--- src/rtl/rx_ctrl_pkg.sv ---
// Shared types for the serial receive controller.
package rx_ctrl_pkg;

  typedef enum logic [2:0] {
    IDLE,
    START,
    DATA,
    STOP,
    LOAD
  } rx_state_t;

endpackage

--- src/rtl/flex_counter.sv ---
// Bit timer: counts enabled cycles from zero and flags the cycle that completes
// a period of rollover_val cycles, restarting from zero on that cycle.
module flex_counter #(
  parameter int WIDTH = 4
) (
  input  logic             clk,
  input  logic             n_rst,
  input  logic             clear,
  input  logic             count_enable,
  input  logic [WIDTH-1:0] rollover_val,
  output logic [WIDTH-1:0] count_out,
  output logic             rollover_flag
);

  assign rollover_flag = count_enable && (count_out == rollover_val - WIDTH'(1));

  always_ff @(posedge clk or negedge n_rst) begin
    if (!n_rst)             count_out <= '0;
    else if (clear)         count_out <= '0;
    else if (rollover_flag) count_out <= '0;
    else if (count_enable)  count_out <= count_out + WIDTH'(1);
  end

endmodule

--- src/rtl/serial_rx_ctrl.sv ---
// Receive sequencing for an idle-high serial line: start detection, mid-bit
// shift strobes, stop-bit check, buffer load and ready/overrun/framing status.
module serial_rx_ctrl
  import rx_ctrl_pkg::*;
#(
  parameter int NUM_BITS   = 8,
  parameter int BIT_PERIOD = 10
) (
  input  logic clk,
  input  logic n_rst,
  input  logic serial_in,
  input  logic data_read,
  output logic shift_enable,
  output logic load_buffer,
  output logic data_ready,
  output logic framing_error,
  output logic overrun_error,
  output logic busy
);

  // state | meaning
  // IDLE  | watching for a 1->0 sample pair on the line
  // START | waiting half a bit to confirm the start bit
  // DATA  | one shift strobe per bit period, at mid-bit
  // STOP  | sampling the stop bit at mid-bit
  // LOAD  | one-cycle buffer load, then back to IDLE

  localparam int HALF = BIT_PERIOD / 2;
  localparam int TW   = $clog2(BIT_PERIOD + 1);
  localparam int CW   = $clog2(NUM_BITS + 1);

  rx_state_t      state, next_state;
  logic           prev_in;
  logic [CW-1:0]  bit_cnt;
  logic [TW-1:0]  timer_count;
  logic [TW-1:0]  rollover_val;
  logic           timer_flag, timer_clear, timer_en;
  logic           cnt_clr, cnt_inc, set_fe, clr_fe;

  assign rollover_val = (state == START) ? TW'(HALF) : TW'(BIT_PERIOD);

  flex_counter #(.WIDTH(TW)) u_bit_timer (
    .clk          (clk),
    .n_rst        (n_rst),
    .clear        (timer_clear),
    .count_enable (timer_en),
    .rollover_val (rollover_val),
    .count_out    (timer_count),
    .rollover_flag(timer_flag)
  );

  always_ff @(posedge clk or negedge n_rst) begin
    if (!n_rst) state <= IDLE;
    else        state <= next_state;
  end

  always_comb begin
    next_state   = state;
    shift_enable = 1'b0;
    load_buffer  = 1'b0;
    timer_clear  = 1'b0;
    timer_en     = 1'b0;
    cnt_clr      = 1'b0;
    cnt_inc      = 1'b0;
    set_fe       = 1'b0;
    clr_fe       = 1'b0;
    case (state)
      IDLE: begin
        timer_clear = 1'b1;
        cnt_clr     = 1'b1;
        if (prev_in && !serial_in) begin
          next_state = START;
          clr_fe     = 1'b1;
        end
      end
      START: begin
        timer_en = 1'b1;
        if (timer_flag) begin
          if (!serial_in) begin
            next_state  = DATA;
            timer_clear = 1'b1;
            cnt_clr     = 1'b1;
          end else begin
            next_state = IDLE;
          end
        end
      end
      DATA: begin
        timer_en = 1'b1;
        if (timer_flag) begin
          shift_enable = 1'b1;
          if (bit_cnt == CW'(NUM_BITS - 1)) begin
            next_state = STOP;
            cnt_clr    = 1'b1;
          end else begin
            cnt_inc = 1'b1;
          end
        end
      end
      STOP: begin
        timer_en = 1'b1;
        if (timer_flag) begin
          if (serial_in) begin
            next_state = LOAD;
          end else begin
            next_state = IDLE;
            set_fe     = 1'b1;
          end
        end
      end
      LOAD: begin
        load_buffer = 1'b1;
        next_state  = IDLE;
      end
      default: next_state = IDLE;
    endcase
  end

  assign busy = (state != IDLE);

  // Outside IDLE the history is forced low so a new start needs two IDLE samples.
  always_ff @(posedge clk or negedge n_rst) begin
    if (!n_rst) prev_in <= 1'b1;
    else        prev_in <= (state == IDLE) ? serial_in : 1'b0;
  end

  always_ff @(posedge clk or negedge n_rst) begin
    if (!n_rst)       bit_cnt <= '0;
    else if (cnt_clr) bit_cnt <= '0;
    else if (cnt_inc) bit_cnt <= bit_cnt + CW'(1);
  end

  always_ff @(posedge clk or negedge n_rst) begin
    if (!n_rst) begin
      data_ready    <= 1'b0;
      overrun_error <= 1'b0;
      framing_error <= 1'b0;
    end else begin
      if (load_buffer)    data_ready <= 1'b1;
      else if (data_read) data_ready <= 1'b0;

      if (data_read && data_ready)        overrun_error <= 1'b0;
      else if (load_buffer && data_ready) overrun_error <= 1'b1;

      if (clr_fe)      framing_error <= 1'b0;
      else if (set_fe) framing_error <= 1'b1;
    end
  end

  a_timer_in_range: assert property (@(posedge clk) disable iff (!n_rst)
    timer_count < TW'(BIT_PERIOD));

endmodule
--- config.mk ---
export PLATFORM = sky130hd
export DESIGN_NAME = serial_rx_ctrl
export DESIGN_NICKNAME = d
export VERILOG_FILES = /design/src/rtl/rx_ctrl_pkg.sv /design/src/rtl/flex_counter.sv /design/src/rtl/serial_rx_ctrl.sv
export SDC_FILE = /design/constraint.sdc
export NUM_CORES = 1
export LEC_CHECK = 0
export ABC_AREA = 1
export CAP_MARGIN = 20
export CORE_UTILIZATION = 25
export DETAILED_ROUTE_END_ITERATION = 16
export GPL_ROUTABILITY_DRIVEN = 0
export GPL_TIMING_DRIVEN = 0
export PLACE_DENSITY_LB_ADDON = 0.12
export SLEW_MARGIN = 10
export SYNTH_ARGS = -nofsm -noshare
export SYNTH_HDL_FRONTEND = slang
export SYNTH_SLANG_ARGS = --single-unit
--- constraint.sdc ---
create_clock -name clk -period 1.3 [get_ports clk]
set_input_delay 0.26 -clock clk [delete_from_list [all_inputs] [get_ports clk]]
set_output_delay 0.26 -clock clk [all_outputs]
set_load 0.005 [all_outputs]
# Word-level counts from Yosys, hierarchy flattened
# Index checks and enable logic that the tools add are counted.
# totals
regBits,15
inputBits,4
output_inout_bits,6
wordCells,72
# op_classes
addsub,3
n_eq_ne,11
muxes,37
n_reduce_logical,14
# op_table
op,n
two-way mux 4 bit,6
two-way mux 1 bit,21
two-way mux 3 bit,6
case mux 3 bit (4 select lines),1
"inequality test 2 bit, second input constant",5
"adder 4 x 1 -> 4 bit, second input constant",2
nonzero test 2 bit,4
"== test 3 x 2 -> 1 bit, second input constant",2
nonzero test 3 bit,2
AND reduction 5 bit,1
"== test 4 x 3 -> 1 bit, second input constant",1
== test 4 bit,1
logical AND 1 bit,4
"subtractor 4 x 1 -> 4 bit, second input constant",1
"== test 3 x 1 -> 1 bit, second input constant",1
"== test 3 bit, second input constant",1
logical NOT 3 bit,1
case mux 1 bit (3 select lines),1
OR reduction 3 bit,1
two-way mux 2 bit,1
case mux 1 bit (2 select lines),1
logical NOT 1 bit,1

# Logic depth before layout (Yosys ltp)
# logic_depth
depth_word,9
depth_mapped,10
depth_no_buf,10

# Modules after synthesis
# A second synthesis with hierarchy kept.
# hier_totals
cells_unflattened,137
area_unflattened_um2,1001.0
# by_module_without_submodules
module,n_inst,cells_per_inst,area_per_inst_um2,seq_area_each_um2
serial_rx_ctrl,1,81,655.6,276.5
flex_counter,1,56,345.3,100.1

# Least setup slack after synthesis
# OpenSTA, ideal clock, no wires.
# synth_timing
path_kind,register to register
start,reg bit_cnt[0]
end,reg bit_cnt[3]
setup_time_ps,118
arrival_ps,1289
required_ps,1182
path_slack_ps,-107
path_stages_with_launch,10
path_buffers,0
synth_period_minus_slack_ps,1407
path_cell_list,dfrtp_1 -> ha_1 -> nand3_1 -> inv_1 -> nor2_1 -> inv_2 -> nor2_4 -> nand4_1 -> nand2_1 -> nor2_1
# synth_between
elab_chain_len,5
elab_cells_between_ends,11
classes_between,add/sub (1); eq/ne (1); mux (8); reduce/logical (1)
# synth_lines
element,line,text
from (decl),serial_rx_ctrl.sv:34,logic [CW-1:0] bit_cnt;
from (signal assigned),serial_rx_ctrl.sv:130,else if (cnt_inc) bit_cnt <= bit_cnt + CW'(1);
== test 4 x 3 -> 1 bit,serial_rx_ctrl.sv:92,if (bit_cnt == CW'(NUM_BITS - 1)) begin
two-way mux 1 bit,serial_rx_ctrl.sv:92,
two-way mux 1 bit,serial_rx_ctrl.sv:90,if (timer_flag) begin
case mux 1 bit (3 select lines) or two-way mux 1 bit (tied branches),serial_rx_ctrl.sv:67,case (state)
two-way mux 4 bit or nonzero test 2 bit (tied branches),--,
# Several ways; a longest one is shown, not always the timed one. The select of a mux whose other input is x is not followed.
# A chain may end at the register's enable or synchronous reset.

# Final worst setup path
# layout_timing
start,reg state[2]
end,out shift_enable
# layout_between
elab_chain_len,7
elab_cells_between_ends,11
classes_between,add/sub (1); eq/ne (4); mux (4); reduce/logical (2)
# layout_lines
element,line,text
from (decl),serial_rx_ctrl.sv:32,"rx_state_t state, next_state;"
from (signal assigned),serial_rx_ctrl.sv:54,else state <= next_state;
== test 3 x 1 -> 1 bit,"serial_rx_ctrl.sv:40, serial_rx_ctrl.sv:67",
two-way mux 4 bit,serial_rx_ctrl.sv:40,assign rollover_val = (state == START) ? TW'(HALF) : TW'(BIT_PERIOD);
subtractor 4 x 1 -> 4 bit,flex_counter.sv:15,assign rollover_flag = count_enable && (count_out == rollover_val - WIDTH'(1));
== test 4 bit,flex_counter.sv:15,
logical AND 1 bit,flex_counter.sv:15,
two-way mux 1 bit,serial_rx_ctrl.sv:90,
two-way mux 1 bit *,serial_rx_ctrl.sv:67,
to (decl),serial_rx_ctrl.sv:13,"output logic shift_enable,"
# Every way passes the cells marked *; elsewhere a longest branch is shown, timed or not.

==> results.sh <==
export IMPL_status="complete, but fails checks"
export IMPL_violations="negative setup slack"
export IMPL_syn_area_per_cell_um2=8.354
export IMPL_insertion_delay_ps=290
export IMPL_maxSlewHeadroom_pct=54.30
export IMPL_cts_buffers=3
export IMPL_rsz0062_at_grt="true"
export IMPL_areaGrowthSynthToFinish_pct=60.82
export IMPL_layout_commonest_cell="buf_4"
export IMPL_end_kind="output pin"
export IMPL_io_pins=10
export IMPL_grt_pass1_vias=827
export IMPL_fin_crit_sh_pct=128.8
export IMPL_max_freq_mhz=597.4
export IMPL_placed_cell_area_um2=984.7
export IMPL_path_clk_slew_ps=100
export IMPL_htree_levels=1
export IMPL_cpPeakStageDelay_ps=430
export IMPL_tightest_slew_ps=683.4
export IMPL_portBuffers=9
export IMPL_wirelength_um=2149
export IMPL_die_h_um=59.52
export IMPL_cp_arrival_ps=1410
export IMPL_cp_max_fo=3
export IMPL_drc_errors=0
export IMPL_drt_iter0_markers=17
export IMPL_clock_sinks=15
export IMPL_timing_critical_path_mode_cell="nor2_4"
export IMPL_crit_chain="buf_6 -> inv_6 -> nand2_4 -> nor2_4 -> nand2_2 -> nand3_4 -> nor2_4 -> buf_2"
export IMPL_hold_class="in2async"
export IMPL_hold_viol_final=0
export IMPL_synth_seq_area_share_pct=45.54
export IMPL_critPathSlowestCell="dfrtp_2"
export IMPL_cts_hold_buf=0
export IMPL_multi_input_comb_area_um2=551.8
export IMPL_maxSlewViolCount=0
export IMPL_cp_start_kind="flip-flop"
export IMPL_wl_per_cell_um=12.07
export IMPL_grt_max_degree=16
export IMPL_drv_cap=0
export IMPL_antenna_cells=0
export IMPL_fillCellCount=330
export IMPL_grtUsageTotal_pct=14.12
export IMPL_syn_inst=99
export IMPL_dieArea_mm2=0.003542
export IMPL_layout_common_cells="buf_4 (18), dfrtp_1 (12), nand2_1 (11)"
export IMPL_synth_seq_cells=15
export IMPL_rr_worst_depth=11
export IMPL_antenna_left=0
export IMPL_dpl_hpwl_um=1333
export IMPL_fin_skew_ps=7.307
export IMPL_num_nets_final=141
export IMPL_final_area_mm2=0.001330
export IMPL_area_sequential_um2=379.1
export IMPL_clockBufferDepth=2
export IMPL_start_util_pct=26.65
export IMPL_yosysWarnings=0
export IMPL_num_vias=780
export IMPL_syn_cell_area_um2=827.0
export IMPL_viasPerCell=4.382
export IMPL_finalCriticalPeriod_ps=1674
export IMPL_cts_root_buffer="clkbuf_4"
export IMPL_overflow=0
export IMPL_coreArea_mm2=0.003103
export IMPL_syn_nets=105
export IMPL_required_ps=1040
export IMPL_layout_setup_ws_ps=-373.9
export IMPL_antenna_found_initial=0
export IMPL_critical_path_class="reg2out"
export IMPL_setup_viol_count_final=15
export IMPL_leakagePower_nw=0.6482
export IMPL_power_total_mw=0.7716
export IMPL_power_density_mw_per_mm2=580.1
export IMPL_vdd_drop_max_mv=0.2621
export IMPL_grt_first_pass_wirelength_um=3594
export IMPL_rows=20
export IMPL_drive_gt1_share_pct=50.75
export IMPL_dr_pass1_iters=3
export IMPL_cts_tree="done"
export IMPL_die_w_um=59.52
export IMPL_yosysUniqueCellTypes=25
power breakdown:
group / internal [mW] / switching, mW
combinational: 0.00828 / 0.0132
clock: 0.119 / 0.164
sequential: 0.466 / 0.0000000000000000860
what timing repair did:
| item | CTS | global route |
|---|---|---|
| endpoints found under the setup margin | 17 | 15 |
| gates resized for setup | 56 | 4 |
| hold endpoints to repair | 0 | 0 |
| pin swaps | 12 | 3 |
| buffers inserted | 22 | 2 |
synth_stat cells:
master     number  area (µm²)
nor2_2          3       18.77
nor2_1         15       56.30
nand3_2         1       10.01
inv_1          11       41.29
a21oi_1         5       25.02
xor2_1          1       8.760
xnor2_1         2       17.52
nor4_2          1       12.51
ha_1            2       25.02
a31oi_1         1       6.260
nand3_4         1       17.52
nand2_1        15       56.30
o21ai_1         1       5.000
nand3_1         7       35.03
inv_2           3       11.26
nor3_2          1       10.01
nand4_1         2       12.51
dfstp_2         1       26.28
nor2_4          1       11.26
nand2_2         4       25.02
o22ai_1         1       6.260
nand3b_1        2       15.01
o21ai_0         3       15.01
dfrtp_1        14       350.3
a2bb2oi_1       1       8.760
sequential cells by signal, summed over array words and instances, names as in the netlist:
| signal | flops |
|---|---|
| bit_cnt | 4 |
| state | 3 |
| overrun_error | 1 |
| framing_error | 1 |
| data_ready | 1 |
| prev_in | 1 |
| u_bit_timer.count_out | 4 |
cell families after synthesis:
group                    after synthesis  synth area share (%)
buffers and inverters                 14                 6.354
flip-flops                            15                 45.54
XOR/XNOR                               3                 3.178
AND/OR/NAND/NOR                       53                 33.89
adder cells (fa/ha/maj)                2                 3.025
AO/OA/AOI/OAI                         12                 8.018
through the flow:
step	hold WS, ps	TNS, ps	std cells	util [%]	worst slack (ps)
after floorplan	-35.59	0	99	-	1.694
after global placement	477.6	-2903	152	31.73	-570.7
after detailed placement	490.4	-2935	152	31.73	-571.7
after CTS	410.0	-2883	177	42.18	-378.7
after global routing	440.9	-4027	178	42.86	-439.7
final	372.9	-2957	178	42.86	-373.9
routing by layer:
metal	vias up	GRT usage [%]	part of all wire [%]
met1	377	17.09	46
li1	391	-	-
met3	5	1.965	2.0
met4	0	6.977	1.9
met5	-	0	0
met2	7	24.40	50
worst max-delay path, delay by kind of cell (launching register included):
| family | cells | cell delay [ps] |
|---|---|---|
| buffers and inverters | 3 | 330 |
| DFF | 1 | 430 |
| and+or+nand+nor | 5 | 370 |
path summary, 6_finish.rpt:
check,slack [ps],startpoint,end
max reg2reg,-270,state[2]$_DFFE_PN0P_,state[1]$_DFFE_PN0P_
max,-370,state[2]$_DFFE_PN0P_,shift_enable
min,370,n_rst,u_bit_timer.count_out[3]$_DFFE_PN0P_
min reg2reg,560,overrun_error$_DFFE_PN0P_,overrun_error$_DFFE_PN0P_
min in group clk,550,data_read,overrun_error$_DFFE_PN0P_
max in group asynchronous,450,n_rst,state[2]$_DFFE_PN0P_
layout make-up:
| class | count | area share [%] |
|---|---|---|
| multi-input cells | 70 | 41.49 |
| flip-flops and latches | 15 | 28.50 |
| clock buffers | 4 | 1.976 |
| inverters | 14 | 4.516 |
| repair buffers | 31 | 19.38 |
| well taps | 44 | 4.139 |
Power figures use the tool's default switching activity.
